[src/rtl/heartbeat_gen_pkg.sv]
// heartbeat_gen shared definitions: FSM state encoding and default timing.
// Defaults give a 1 kHz, 50% duty heartbeat from the 50 MHz oscillator.
package heartbeat_gen_pkg;

    typedef enum logic [1:0] {
        ST_IDLE    = 2'd0,
        ST_RUN     = 2'd1,
        ST_STARVED = 2'd2
    } hb_state_e;

    localparam int unsigned SYS_CLK_HZ  = 50_000_000;
    localparam int unsigned HB_FREQ_HZ  = 1_000;

    localparam int unsigned DEFAULT_PERIOD       = SYS_CLK_HZ / HB_FREQ_HZ;
    localparam int unsigned DEFAULT_HIGH_CYCLES  = DEFAULT_PERIOD / 2;
    localparam int unsigned DEFAULT_KICK_TIMEOUT = 100;

endpackage

[src/rtl/heartbeat_gen_if.sv]
// heartbeat_gen control/status bundle.
// master: CPU side (drives en/kick); slave: heartbeat_gen (drives pwm/status).
interface heartbeat_gen_if;

    logic en;
    logic kick;
    logic pwm;
    logic running;
    logic starved;
    logic period_tick;

    modport master (
        output en, kick,
        input  pwm, running, starved, period_tick
    );

    modport slave (
        input  en, kick,
        output pwm, running, starved, period_tick
    );

endinterface

[src/rtl/hb_period_counter.sv]
// Heartbeat phase counter: counts 0..PERIOD-1 while running, wraps at the end.
// Ports: clk, rst, i_clear (force 0), i_run (advance), o_phase, o_boundary.
module hb_period_counter #(
    parameter int unsigned PERIOD = 10
) (
    input  logic        clk,
    input  logic        rst,
    input  logic        i_clear,
    input  logic        i_run,
    output logic [31:0] o_phase,
    output logic        o_boundary
);

    localparam logic [31:0] LAST = 32'(PERIOD - 1);

    logic [31:0] r_phase;

    assign o_phase    = r_phase;
    assign o_boundary = (r_phase == LAST);

    always_ff @(posedge clk) begin
        if (rst || i_clear) begin
            r_phase <= '0;
        end else if (i_run) begin
            r_phase <= o_boundary ? '0 : r_phase + 32'd1;
        end
    end

endmodule

[src/rtl/heartbeat_gen.sv]
// Heartbeat square-wave generator gated by enable and a watchdog kick.
// Ports: clk, rst (sync, active-high), hb (slave: en, kick -> pwm, running, starved, period_tick).
module heartbeat_gen
    import heartbeat_gen_pkg::*;
#(
    parameter int unsigned PERIOD       = DEFAULT_PERIOD,
    parameter int unsigned HIGH_CYCLES  = DEFAULT_HIGH_CYCLES,
    parameter int unsigned KICK_TIMEOUT = DEFAULT_KICK_TIMEOUT
) (
    input  logic           clk,
    input  logic           rst,
    heartbeat_gen_if.slave hb
);

    if (PERIOD < 2 || HIGH_CYCLES == 0 || HIGH_CYCLES >= PERIOD) begin : g_bad_params
        $fatal(1, "heartbeat_gen: illegal PERIOD/HIGH_CYCLES");
    end

    localparam bit          WD_ON = (KICK_TIMEOUT != 0);
    localparam logic [31:0] HI    = 32'(HIGH_CYCLES);
    localparam logic [31:0] KT32  = 32'(KICK_TIMEOUT);
    localparam logic [32:0] KT33  = {1'b0, KT32};

    hb_state_e   r_state;
    hb_state_e   w_state_next;
    logic [31:0] r_kick_cnt;
    logic [31:0] w_kick_cnt_next;
    logic [31:0] w_phase;
    logic [31:0] w_phase_next;
    logic [32:0] w_cnt_inc;
    logic        w_boundary;
    logic        w_kick;
    logic        w_timeout;
    logic        w_run_next;
    logic        r_pwm;
    logic        r_running;
    logic        r_starved;
    logic        r_tick;

    // With the watchdog disabled kicks are ignored and kick_cnt stays 0.
    assign w_kick     = WD_ON && hb.kick;
    // 33-bit increment so the timeout compare cannot wrap.
    assign w_cnt_inc  = {1'b0, r_kick_cnt} + 33'd1;
    assign w_timeout  = WD_ON && (w_cnt_inc >= KT33);
    assign w_run_next = (w_state_next == ST_RUN);

    hb_period_counter #(
        .PERIOD (PERIOD)
    ) u_cnt (
        .clk        (clk),
        .rst        (rst),
        .i_clear    (!w_run_next),
        .i_run      (r_state == ST_RUN),
        .o_phase    (w_phase),
        .o_boundary (w_boundary)
    );

    always_comb begin
        w_state_next    = r_state;
        w_phase_next    = '0;
        w_kick_cnt_next = w_kick ? '0 : r_kick_cnt;
        unique case (r_state)
            ST_IDLE: begin
                if (hb.en) begin
                    w_state_next    = ST_RUN;
                    w_kick_cnt_next = '0;
                end
            end
            ST_RUN: begin
                if (!w_boundary) begin
                    w_phase_next = w_phase + 32'd1;
                end else if (!hb.en) begin
                    // Stop only at the boundary so no runt pulse is emitted.
                    w_state_next = ST_IDLE;
                end else if (w_timeout && !w_kick) begin
                    w_state_next    = ST_STARVED;
                    w_kick_cnt_next = KT32;
                end else if (!w_kick && WD_ON) begin
                    w_kick_cnt_next = w_cnt_inc[31:0];
                end
            end
            ST_STARVED: begin
                if (!hb.en) begin
                    w_state_next = ST_IDLE;
                end else if (w_kick) begin
                    w_state_next    = ST_RUN;
                    w_kick_cnt_next = '0;
                end
            end
            default: begin
                w_state_next = ST_IDLE;
            end
        endcase
    end

    always_ff @(posedge clk) begin
        if (rst) begin
            r_state    <= ST_IDLE;
            r_kick_cnt <= '0;
            r_pwm      <= 1'b0;
            r_running  <= 1'b0;
            r_starved  <= 1'b0;
            r_tick     <= 1'b0;
        end else begin
            r_state    <= w_state_next;
            r_kick_cnt <= w_kick_cnt_next;
            r_pwm      <= w_run_next && (w_phase_next < HI);
            r_running  <= w_run_next;
            r_starved  <= (w_state_next == ST_STARVED);
            // Phase 0 in RUN is always a fresh period start (PERIOD >= 2).
            r_tick     <= w_run_next && (w_phase_next == '0);
        end
    end

    assign hb.pwm         = r_pwm;
    assign hb.running     = r_running;
    assign hb.starved     = r_starved;
    assign hb.period_tick = r_tick;

endmodule

[src/flat_wrapper.sv]
// flat-port wrapper written by rule: the top's interface ports become plain ports
module heartbeat_gen_flat import heartbeat_gen_pkg::*;
#(
    parameter int unsigned PERIOD       = DEFAULT_PERIOD,
    parameter int unsigned HIGH_CYCLES  = DEFAULT_HIGH_CYCLES,
    parameter int unsigned KICK_TIMEOUT = DEFAULT_KICK_TIMEOUT
)
  (clk, rst, hb_en, hb_kick, hb_pwm, hb_running, hb_starved, hb_period_tick);
  heartbeat_gen_if hb_i ();
  input  logic clk;
  input  logic rst;
  input wire logic [$bits(hb_i.en)-1:0] hb_en;
  input wire logic [$bits(hb_i.kick)-1:0] hb_kick;
  output wire logic [$bits(hb_i.pwm)-1:0] hb_pwm;
  output wire logic [$bits(hb_i.running)-1:0] hb_running;
  output wire logic [$bits(hb_i.starved)-1:0] hb_starved;
  output wire logic [$bits(hb_i.period_tick)-1:0] hb_period_tick;
  assign hb_i.en = hb_en;
  assign hb_i.kick = hb_kick;
  assign hb_pwm = hb_i.pwm;
  assign hb_running = hb_i.running;
  assign hb_starved = hb_i.starved;
  assign hb_period_tick = hb_i.period_tick;
  heartbeat_gen #(.PERIOD(PERIOD), .HIGH_CYCLES(HIGH_CYCLES), .KICK_TIMEOUT(KICK_TIMEOUT)) u_core (.clk(clk), .rst(rst), .hb(hb_i));
endmodule
[config.mk]
export PLATFORM = sky130hd
export DESIGN_NAME = heartbeat_gen_flat
export DESIGN_NICKNAME = d
export VERILOG_FILES = /design/src/rtl/heartbeat_gen_pkg.sv /design/src/rtl/heartbeat_gen_if.sv /design/src/rtl/hb_period_counter.sv /design/src/rtl/heartbeat_gen.sv /design/src/flat_wrapper.sv
export SDC_FILE = /design/constraint.sdc
export NUM_CORES = 1
export LEC_CHECK = 0
export BUFFER_PORTS_ARGS = -buffer_cell sky130_fd_sc_hd__buf_2
export CORE_ASPECT_RATIO = 0.75
export CORE_MARGIN = 2
export CORE_UTILIZATION = 30
export CTS_BUF_LIST = sky130_fd_sc_hd__clkbuf_4
export DETAILED_ROUTE_END_ITERATION = 8
export PLACE_DENSITY = 0.52
export SETUP_SLACK_MARGIN = 0.5
export SYNTH_ARGS = -nofsm -noshare
export SYNTH_HDL_FRONTEND = slang
export SYNTH_SLANG_ARGS = --single-unit
[constraint.sdc]
create_clock -name clk -period 3.1 [get_ports clk]
set_input_delay 0.465 -clock clk [delete_from_list [all_inputs] [get_ports clk]]
set_output_delay 0.465 -clock clk [all_outputs]
set_load 0.005 [all_outputs]
==> results of run 1 <==
## sequential cells by signal, summed over array words and instances, names as in the netlist
name	count
u_core.hb.period_tick	1
u_core.hb.pwm	1
u_core.hb.running	1
u_core.hb.starved	1
u_core.r_kick_cnt	32
u_core.r_state	2
u_core.u_cnt.o_phase	32
## through the flow
step / setup WS, ns / instance area (µm²) / power [mW] / utilization (%) / hold slack, ns
2_1_floorplan: 0.514 / 4480 / 0.999 / - / 0.465
3_3_place_gp: 0.227 / 4830 / 1.03 / 33.2 / 0.502
3_5_place_dp: 0.171 / 4830 / 1.03 / 33.2 / 0.499
4_1_cts: 0.486 / 5180 / 1.65 / 35.6 / 0.333
5_1_grt: 0.318 / 5530 / 1.73 / 38.0 / 0.364
6_report: 0.410 / 5530 / 1.66 / 38.0 / 0.396
## report_power, final
part,switching (mW),leakage [nW],internal (mW),total (mW)
Sequential,0.00545,0.574,0.905,0.910
Combinational,0.0911,1.27,0.0614,0.153
Clock,0.353,0.0666,0.244,0.597
Total,0.450,1.91,1.21,1.66
## cells by family (layout without fill, tap and decap cells)
logic type,count (synthesis),after routing
AO/OA/AOI/OAI,122,122
adder cells (fa/ha/maj),3,3
multiplexers,6,6
XOR/XNOR,23,23
buffers and inverters,49,94
AND/OR/NAND/NOR,283,283
flip-flops,70,70
## Yosys cell counts, types with 3 or more instances
cell      number  area [µm²]
xnor2_1       17         149
mux2i_1        5        50.1
nand4_1       17         106
nand2_1       42         158
nand4b_1       3        26.3
o21ai_0       31         155
a21oi_1       32         160
or3_1          4        25.0
and3_1        12        75.1
a21boi_0       3        22.5
nor4_4         3        63.8
a211oi_1       3        22.5
o211ai_1       3        22.5
or4_1          6        45.0
nor2b_1        3        18.8
clkbuf_1      24        90.1
nand2b_1       6        37.5
and2_1        28         175
nand3_1       24         120
o31ai_1        4        30.0
buf_2          6        30.0
and4_1         8        70.1
a21oi_2       15         131
nor2_1        39         146
nand3b_1       9        67.6
nor4_1        22         138
a31oi_1        3        18.8
ha_1           3        37.5
xor2_1         6        52.6
nor3b_1        6        45.0
dfxtp_1       70        1400
nor2_2        13        81.3
nand4_2        3        37.5
nor3_1        18        90.1
inv_1          9        33.8
buf_6          5        56.3
## how the worst max path moves through the flow
stage | end | slack (ns)
final | u_core.hb.period_tick | 0.41
after global routing | u_core.hb.period_tick | 0.32
after CTS | u_core.u_cnt.o_phase[0] | 0.49
after floorplan | u_core.u_cnt.o_phase[29] | 0.51
after detailed placement | u_core.u_cnt.o_phase[4] | 0.17
after global placement | u_core.u_cnt.o_phase[29] | 0.23
## area by class of cell
type	instances	area (µm²)	share of cell area [%]
clock buffers	10	75.1	1.36
well taps	200	250	4.53
clock inverters	6	52.6	0.951
repair buffers	67	606	11.0
inverters	11	41.3	0.747
flip-flops and latches	70	1420	25.8
multi-input cells	437	3080	55.7
## layer usage
| layer | wire length (µm) | global-route usage (%) | vias up |
|---|---|---|---|
| met5 | 0 | 0 | - |
| met4 | 211 | 5.95 | 0 |
| met3 | 651 | 3.36 | 14 |
| met2 | 5520 | 24.0 | 111 |
| met1 | 6520 | 22.7 | 2081 |
| li1 | - | - | 2121 |
## repair_timing
action,CTS,global route
gates resized for setup,31,40
pin swaps,13,16
setup endpoints to repair,62,62
cloned,1,3
setup buffers,12,13
==> results.toml, run 1 <==
[worst_setup_path]
reg2regPathDepth = 12
cp.arrival_ns = 3.02
reg2reg_slack_ns = 0.41
worstPathRequired_ns = 3.43
start_kind = "flop"
end_kind = "flop"
crit_buf_inv = 4
worstPathMaxFanout = 7
reg2reg_from = "u_core.r_kick_cnt[0]"
worstSetupPathType = "reg -> reg"
critical_path.slowest_cell = "dfxtp_2"
r2r-end = "u_core.hb.period_tick"
cpPeakStageDelay_ns = 0.37
critPathTopFamily = "buffers and inverters"
crit_start = "u_core.r_kick_cnt[0]"
cp_cell_sequence = "buf_4, nand3_4, nor4_4, buf_4, nand4_2, mux2_4, o211ai_4, nor4_4, o31ai_4, buf_12, buf_4, a21oi_2"
cpMostUsedCell = "buf_4"
cp_num_cells = 12

[detailed_routing]
drtIter0Drc = 347
vias = 4327
wl_per_cell_um = 16.1
wl_um = 12900
first_pass_iters = 4
antenna_left = 0
viasPerCell = 5.40
drcViolationCount = 0

[worst_hold_path]
hp-class = "in -> reg"
min_path_cells = 2
min_from = "rst"
min_to = "u_core.r_kick_cnt[5]"

[clocking]
clock_latency_ns = 0.47
cts.clk_slew.worst_paths_ns = 0.12
root_buffer = "clkbuf_4"
numCtsBuffers = 9
htree_num_levels = 3
clock_path_buffers = 2
numClockSinks = 70
cts_tree = "done"
holdBufCountCts = 0

[grt]
gr-total-overflow = 0
antenna_found_initial = 0
grt_max_degree = 27
grt_pass1_wl_um = 20400
grt_pass1_vias = 3994
grt_usage_pct = 16.0

[finish]
mostFrequentLayoutCells = "dfxtp_1 (54), buf_4 (48), nand2_1 (40)"
areaGrowthSynthToFinish_pct = 23.4
finalNonFillerCells = 801
layout_commonest_cell = "dfxtp_1"
drive_above_1_share_pct = 30.9
num_antenna_cells = 0
fin_nets = 603
nFillCells = 1501

[floorplanning]
row_count = 38
fp.dieW_um = 145
io_pins = 8
core_area_um2 = 14500
initial_utilization_pct = 30.8
die_h_um = 110
dieArea_um2 = 15900

[yosys]
synth-seq-area-share_pct = 31.3
yosys.area_share.simple_pct = 37.9
synth_edf_count = 0
yosys-mux-area-fraction_pct = 1.45
yosys.area_share.xor_xnor_pct = 4.50
synth-compound-area-share_pct = 18.7
synth_adder_area_share_pct = 0.838
synthesis.nets = 563
ys_types = 75
ys_warn_count = 0
syn-mean-instance-area_um2 = 8.05
synth_top_family_by_area = "simple AND/OR/NAND/NOR gates"
synthesis.instances = 556
synth.cell_area_um2 = 4480
synth_seq_cells = 70
synthFlopType = "dfxtp_1"
synthArstFlopShare_pct = 0

[timing]
clock.fmax_mhz = 372
period_needed_ns = 2.69
worst_pin_slew_ns = 0.799
fin_tns_setup_ns = 0
rsz0062_at_grt = "true"
finClkSkew_ns = 0.0162
hold_violations = 0
setup_viol = 0
slew_viol_final = 0
post-route-period-util_pct = 86.8
maxSlewHeadroom_pct = 46.7

[flow_run]
drv_cap = 0

[placement]
dpl.hpwl_um = 8350
portBuffers = 7
gp_congestion = 0.903
dp_cells = 756

[power_and_ir_drop]
vdd.ir_drop.worst_mv = 0.193
power_density_nw_per_um2 = 300
p_leak_nw = 1.91

[status]
status = "completed"
Note: power is estimated with default switching activity, not from simulation.
==> inputs of run 2 (changes only) <==
--- a/config.mk
+++ b/config.mk
@@ -5,6 +5,7 @@
 export SDC_FILE = /design/constraint.sdc
 export NUM_CORES = 1
 export LEC_CHECK = 0
+export ABC_AREA = 1
 export BUFFER_PORTS_ARGS = -buffer_cell sky130_fd_sc_hd__buf_2
 export CORE_ASPECT_RATIO = 0.75
 export CORE_MARGIN = 2
==> results.toml, run 2 <==
[detailed_routing]
vias = 5811
wl_um = 18200
antenna_left = 0
wl_per_cell_um = 15.6
drcViolationCount = 0
drtIter0Drc = 719
viasPerCell = 4.96
first_pass_iters = 6

[yosys]
synth_area_leaders = "dfxtp_1 (26%), nand2_1 (17%), inv_1 (8.9%)"
ys_warn_count = 0
yosys.area_share.simple_pct = 51.1
synth_edf_count = 0
synth-compound-area-share_pct = 9.36
synth_most_common_cell = "nand2_1"
synth.cell_area_um2 = 5420
synth_top_family_by_area = "simple AND/OR/NAND/NOR gates"
yosys.area_share.xor_xnor_pct = 1.62
synthFlopType = "dfxtp_1"
syn-mean-instance-area_um2 = 6.00
synth_adder_area_share_pct = 0.693
yosys-mux-area-fraction_pct = 0
ys_types = 36
synth_top_cell_by_area = "dfxtp_1"
synth_seq_cells = 70
synthArstFlopShare_pct = 0
synth.cells.most_frequent = "nand2_1 (247), inv_1 (128), nor2_1 (124), nand3_1 (86), dfxtp_1 (70)"
synthesis.instances = 903
synth-seq-area-share_pct = 25.9
synthesis.nets = 910
synth_top_area_share_pct = 25.9

[grt]
gr-total-overflow = 0
grt_usage_pct = 19.4
grt_pass1_vias = 5088
grt_pass1_wl_um = 28900
antenna_found_initial = 1
grt_max_degree = 30

[clocking]
cts.clk_slew.worst_paths_ns = 0.16
holdBufCountCts = 0
clock_path_buffers = 2
clock_latency_ns = 0.51
root_buffer = "clkbuf_4"
cts_tree = "done"
numClockSinks = 70
numCtsBuffers = 9
htree_num_levels = 3

[worst_setup_path]
end_kind = "flop"
worstSetupPathType = "reg -> reg"
cpMostUsedCell = "nand2_1"
start_kind = "flop"
cpPeakStageDelay_ns = 0.41
reg2regPathDepth = 16
reg2reg_slack_ns = 0.67
cp_cell_sequence = "nand2_1, nor2_2, nand2_1, nor2_2, nand2_1, nand2_1, nand2_1, nand3b_1, nor2_4, nand2_2, nand2_1, nand2_1, nand2_2, nand2_4, buf_16, nor2_1"
critical_path.slowest_cell = "dfxtp_2"
reg2reg_from = "u_core.r_kick_cnt[8]"
worstPathMaxFanout = 11
r2r-end = "u_core.hb.period_tick"
cp.arrival_ns = 2.89
worstPathRequired_ns = 3.56

[floorplanning]
initial_utilization_pct = 30.7
dieArea_um2 = 19200
fp.dieW_um = 159
core_area_um2 = 17700
io_pins = 8
row_count = 42
die_h_um = 120

[status]
status = "completed"

[finish]
drive_above_1_share_pct = 16.1
mostFrequentLayoutCells = "nand2_1 (244), inv_1 (126), nor2_1 (113)"
areaGrowthSynthToFinish_pct = 13.6
fin_nets = 931
layout_commonest_cell = "nand2_1"

[timing]
period_needed_ns = 2.43
slew_viol_final = 0
fin_ws_ns = 0.671
clock.fmax_mhz = 412
worst_pin_slew_ns = 0.560
fin_tns_setup_ns = 0
post-route-period-util_pct = 78.4
maxSlewHeadroom_pct = 62.4
setup_viol = 0
hold_violations = 0
finClkSkew_ns = 0.0354
rsz0062_at_grt = "false"

[placement]
gp_congestion = 0.961
pre_cts_slack_ns = 0.192
dpl.hpwl_um = 14000
portBuffers = 7

[power_and_ir_drop]
power_density_nw_per_um2 = 301
p_leak_nw = 2.17
power_mw = 1.85
vdd.ir_drop.worst_mv = 0.190

[worst_hold_path]
hp-class = "in -> reg"
min_path_cells = 3
min_from = "hb_en"
min_to = "u_core.hb.starved"

[flow_run]
drv_cap = 0
## run 2: worst max-delay path: cells and delay by family (launching register included)
family	cells	cell delay (ns)
DFF	1	0.41
buffers and inverters	1	0.20
and+or+nand+nor	15	1.75
## run 2: how the worst max path moves through the flow
stage	startpoint	to	slack, ns	cells past startpoint
2_1_floorplan	u_core.r_kick_cnt[0]	u_core.u_cnt.o_phase[10]	0.78	17
3_3_place_gp	u_core.u_cnt.o_phase[0]	u_core.u_cnt.o_phase[2]	0.36	13
3_5_place_dp	u_core.u_cnt.o_phase[0]	u_core.u_cnt.o_phase[1]	0.19	13
4_1_cts	u_core.u_cnt.o_phase[0]	u_core.hb.period_tick	0.51	13
5_1_grt	u_core.r_kick_cnt[2]	u_core.u_cnt.o_phase[2]	0.50	17
6_report	u_core.r_kick_cnt[8]	u_core.hb.period_tick	0.67	16
## run 2: stage by stage
step           hold slack, ns  utilization [%]  instances  cell area, µm²
5_1_grt                 0.348             34.8       1172            6150
4_1_cts                 0.340             33.7       1163            5950
2_1_floorplan           0.458                -        903            5420
3_3_place_gp            0.491             32.7       1147            5770
6_report                0.350             34.8       1172            6150
3_5_place_dp            0.495             32.7       1147            5770
## run 2: area by class of cell
type                            count  area, µm²
Clock buffer                        9       67.6
Clock inverter                      7       97.6
Inverter                          136        510
Multi-Input combinational cell    678       3490
Timing Repair Buffer               29        254
Fill cell                        1978      11500
Tap cell                          242        303
Sequential cell                    70       1430
Antenna cell                        1       2.50
## run 2: cells by family after synthesis
logic type | count (synthesis)
buf+inv | 155
xor+xnor | 10
fa+ha+maj | 3
simple gates | 576
compound gates | 89
flops | 70
## run 2: report_power, final
part           switching (mW)  leakage, nW  total (mW)  internal (mW)
clock network           0.417       0.0825       0.745          0.328
logic                   0.144         1.52       0.197         0.0527
registers             0.00472        0.576       0.911          0.906
## run 2: per-layer routing
layer,GRT usage (%),share of wire (%),up-vias
met2,23.8,34,270
met4,3.75,1.2,0
met1,31.5,52,2587
met5,0,0,-
met3,6.04,12,21
li1,-,-,2933
## run 2: timing repair
action / in CTS / in global routing
cloned: 0 / 1
gates resized for setup: 4 / 49
pin swaps: 0 / 4
setup buffers: 0 / 7
endpoints found under the setup margin: 59 / 68
==> inputs of run 3 (changes only) <==
--- a/config.mk
+++ b/config.mk
@@ -12,7 +12,7 @@
 export CORE_UTILIZATION = 30
 export CTS_BUF_LIST = sky130_fd_sc_hd__clkbuf_4
 export DETAILED_ROUTE_END_ITERATION = 8
-export PLACE_DENSITY = 0.52
+export PLACE_DENSITY = 0.53
 export SETUP_SLACK_MARGIN = 0.5
 export SYNTH_ARGS = -nofsm -noshare
 export SYNTH_HDL_FRONTEND = slang
==> constraint.sdc (replaced) <==
create_clock -name clk -period 2.18 [get_ports clk]
set_input_delay 0.327 -clock clk [delete_from_list [all_inputs] [get_ports clk]]
set_output_delay 0.327 -clock clk [all_outputs]
set_load 0.005 [all_outputs]
==> results.toml, run 3 (same netlist as run 2, synthesis figures left out) <==
[timing]
hold_slack_ns = 0.139
maxSlewHeadroom_pct = 57.0
finClkSkew_ns = 0.0253
period_needed_ns = 2.37
post-route-period-util_pct = 108
rsz0062_at_grt = "true"
hold_violations = 0
slew_viol_final = 0
setup_viol = 39
fin_tns_setup_ns = -5.95
fin_ws_ns = -0.185
clock.fmax_mhz = 423
worst_pin_slew_ns = 0.639

[clocking]
clock_latency_ns = 0.49
root_buffer = "clkbuf_4"
numClockSinks = 70
clock_path_buffers = 2
htree_num_levels = 3
cts_tree = "done"
cts.clk_slew.worst_paths_ns = 0.14
holdBufCountCts = 0
numCtsBuffers = 9

[worst_setup_path]
worstPathRequired_ns = 2.59
end_kind = "flop"
cp_cell_sequence = "ha_4, nand3_4, nor2_4, nand2_1, nand2_1, nand2_1, nor2_1, nand2_1, nor2_2, nand3_2, nor2_4, nand2_2, nand2_1, nand2_1, nand2_2, nand2_8, buf_12, nor2_2"
reg2reg_from = "u_core.r_kick_cnt[1]"
cp.arrival_ns = 2.78
cpMostUsedCell = "nand2_1"
reg2reg_slack_ns = -0.19
worstPathMaxFanout = 7
start_kind = "flop"
reg2regPathDepth = 18
critical_path.slowest_cell = "dfxtp_4"
worstSetupPathType = "reg -> reg"
cpPeakStageDelay_ns = 0.39
r2r-end = "u_core.u_cnt.o_phase[1]"

[power_and_ir_drop]
pwr-share-clk_pct = 41.2
p_leak_nw = 2.83
p_comb_share_pct = 12.8
power_mw = 2.80
seqPwrFrac_pct = 46.0
vdd.ir_drop.worst_mv = 0.272
internal-power_mw = 1.98
switchingPower_mw = 0.814
power_density_nw_per_um2 = 379
netSwitchingFraction_pct = 29.1

[finish]
drive_above_1_share_pct = 28.6
finalNonFillerCells = 1291
layout_commonest_cell = "nand2_1"
mostFrequentLayoutCells = "nand2_1 (239), buf_4 (126), inv_1 (123)"
fin_nets = 1049
areaGrowthSynthToFinish_pct = 36.4

[detailed_routing]
viasPerCell = 4.80
first_pass_iters = 5
vias = 6194
wl_per_cell_um = 14.9
drcViolationCount = 0
drtIter0Drc = 688
antenna_left = 0
wl_um = 19200

[grt]
grtUsageMet3_pct = 5.93
met1_usage_pct = 33.9
gr-max-usage-layer = "met1"
grt_max_degree = 57
grt_pass1_vias = 5457
grt_pass1_wl_um = 30500
antenna_found_initial = 1
gr-total-overflow = 0
grt_usage_pct = 20.6
met2_usage_pct = 25.1

[flow_run]
drv_cap = 0

[status]
violations = "setup timing"
status = "complete, but fails checks"

[floorplanning]
fp.dieW_um = 159
die_h_um = 120
dieArea_um2 = 19200
core_area_um2 = 17700
io_pins = 8
initial_utilization_pct = 30.7
row_count = 42

[placement]
dpl.hpwl_um = 15300
dp_cells = 1256
gp_congestion = 0.961
portBuffers = 7

[worst_hold_path]
hp-class = "in -> reg"
min_from = "rst"
min_to = "u_core.r_kick_cnt[3]"
min_path_cells = 2
-- run 3: worst max path at each step --
stage / start / to / slack, ns / depth (start not counted)
2_1_floorplan: u_core.r_kick_cnt[0] / u_core.u_cnt.o_phase[14] / 0.13 / 17
3_3_place_gp: u_core.r_kick_cnt[16] / u_core.u_cnt.o_phase[1] / -0.31 / 17
3_5_place_dp: u_core.r_kick_cnt[16] / u_core.u_cnt.o_phase[1] / -0.31 / 17
4_1_cts: u_core.r_kick_cnt[0] / u_core.u_cnt.o_phase[1] / -0.14 / 19
5_1_grt: u_core.r_kick_cnt[1] / u_core.u_cnt.o_phase[19] / -0.30 / 18
6_report: u_core.r_kick_cnt[1] / u_core.u_cnt.o_phase[1] / -0.19 / 18
-- run 3: timing repair --
| item | 4_1_cts | 5_1_grt |
|---|---|---|
| resized for setup | 64 | 33 |
| hold endpoints to repair | 0 | 0 |
| buffers inserted | 11 | 5 |
| endpoints found under the setup margin | 70 | 70 |
| cloned | 1 | 0 |
| pin swaps | 16 | 20 |
-- run 3: layout make-up --
type	count	area, µm²
inverters	136	536
flip-flops and latches	70	1450
repair buffers	147	1200
fillers	1910	10300
well taps	242	303
clock buffers	9	67.6
diodes	2	5.00
clock inverters	7	121
multi-input cells	678	3710
-- run 3: routing by layer --
layer,up-vias,share of wire (%),routed length (µm)
met1,2764,55,10500
met2,229,35,6650
met5,-,0,0
met4,0,0.94,180
met3,15,9.9,1910
li1,3186,-,-
-- run 3: critical path, delay by kind of cell (launching register included) --
| family | cells | cell delay [ns] |
|---|---|---|
| buffers and inverters | 1 | 0.19 |
| DFF | 1 | 0.39 |
| and+or+nand+nor | 16 | 1.53 |
| adders and majority gates | 1 | 0.18 |
-- run 3: power groups by stage --
stage,clock network [mW],registers [mW],logic (mW)
3_3_place_gp,0,1.32,0.307
3_5_place_dp,0,1.32,0.305
5_1_grt,1.24,1.29,0.383
2_1_floorplan,0,1.32,0.186
4_1_cts,1.19,1.29,0.341
6_report,1.15,1.29,0.359
-- run 3: stage by stage --
stage	setup slack [ns]	cell area [µm²]	util (%)
2_1_floorplan	0.135	5530	-
3_5_place_dp	-0.308	6720	38.1
5_1_grt	-0.298	7380	41.8
3_3_place_gp	-0.310	6720	38.1
4_1_cts	-0.144	7210	40.9
6_report	-0.185	7380	41.8
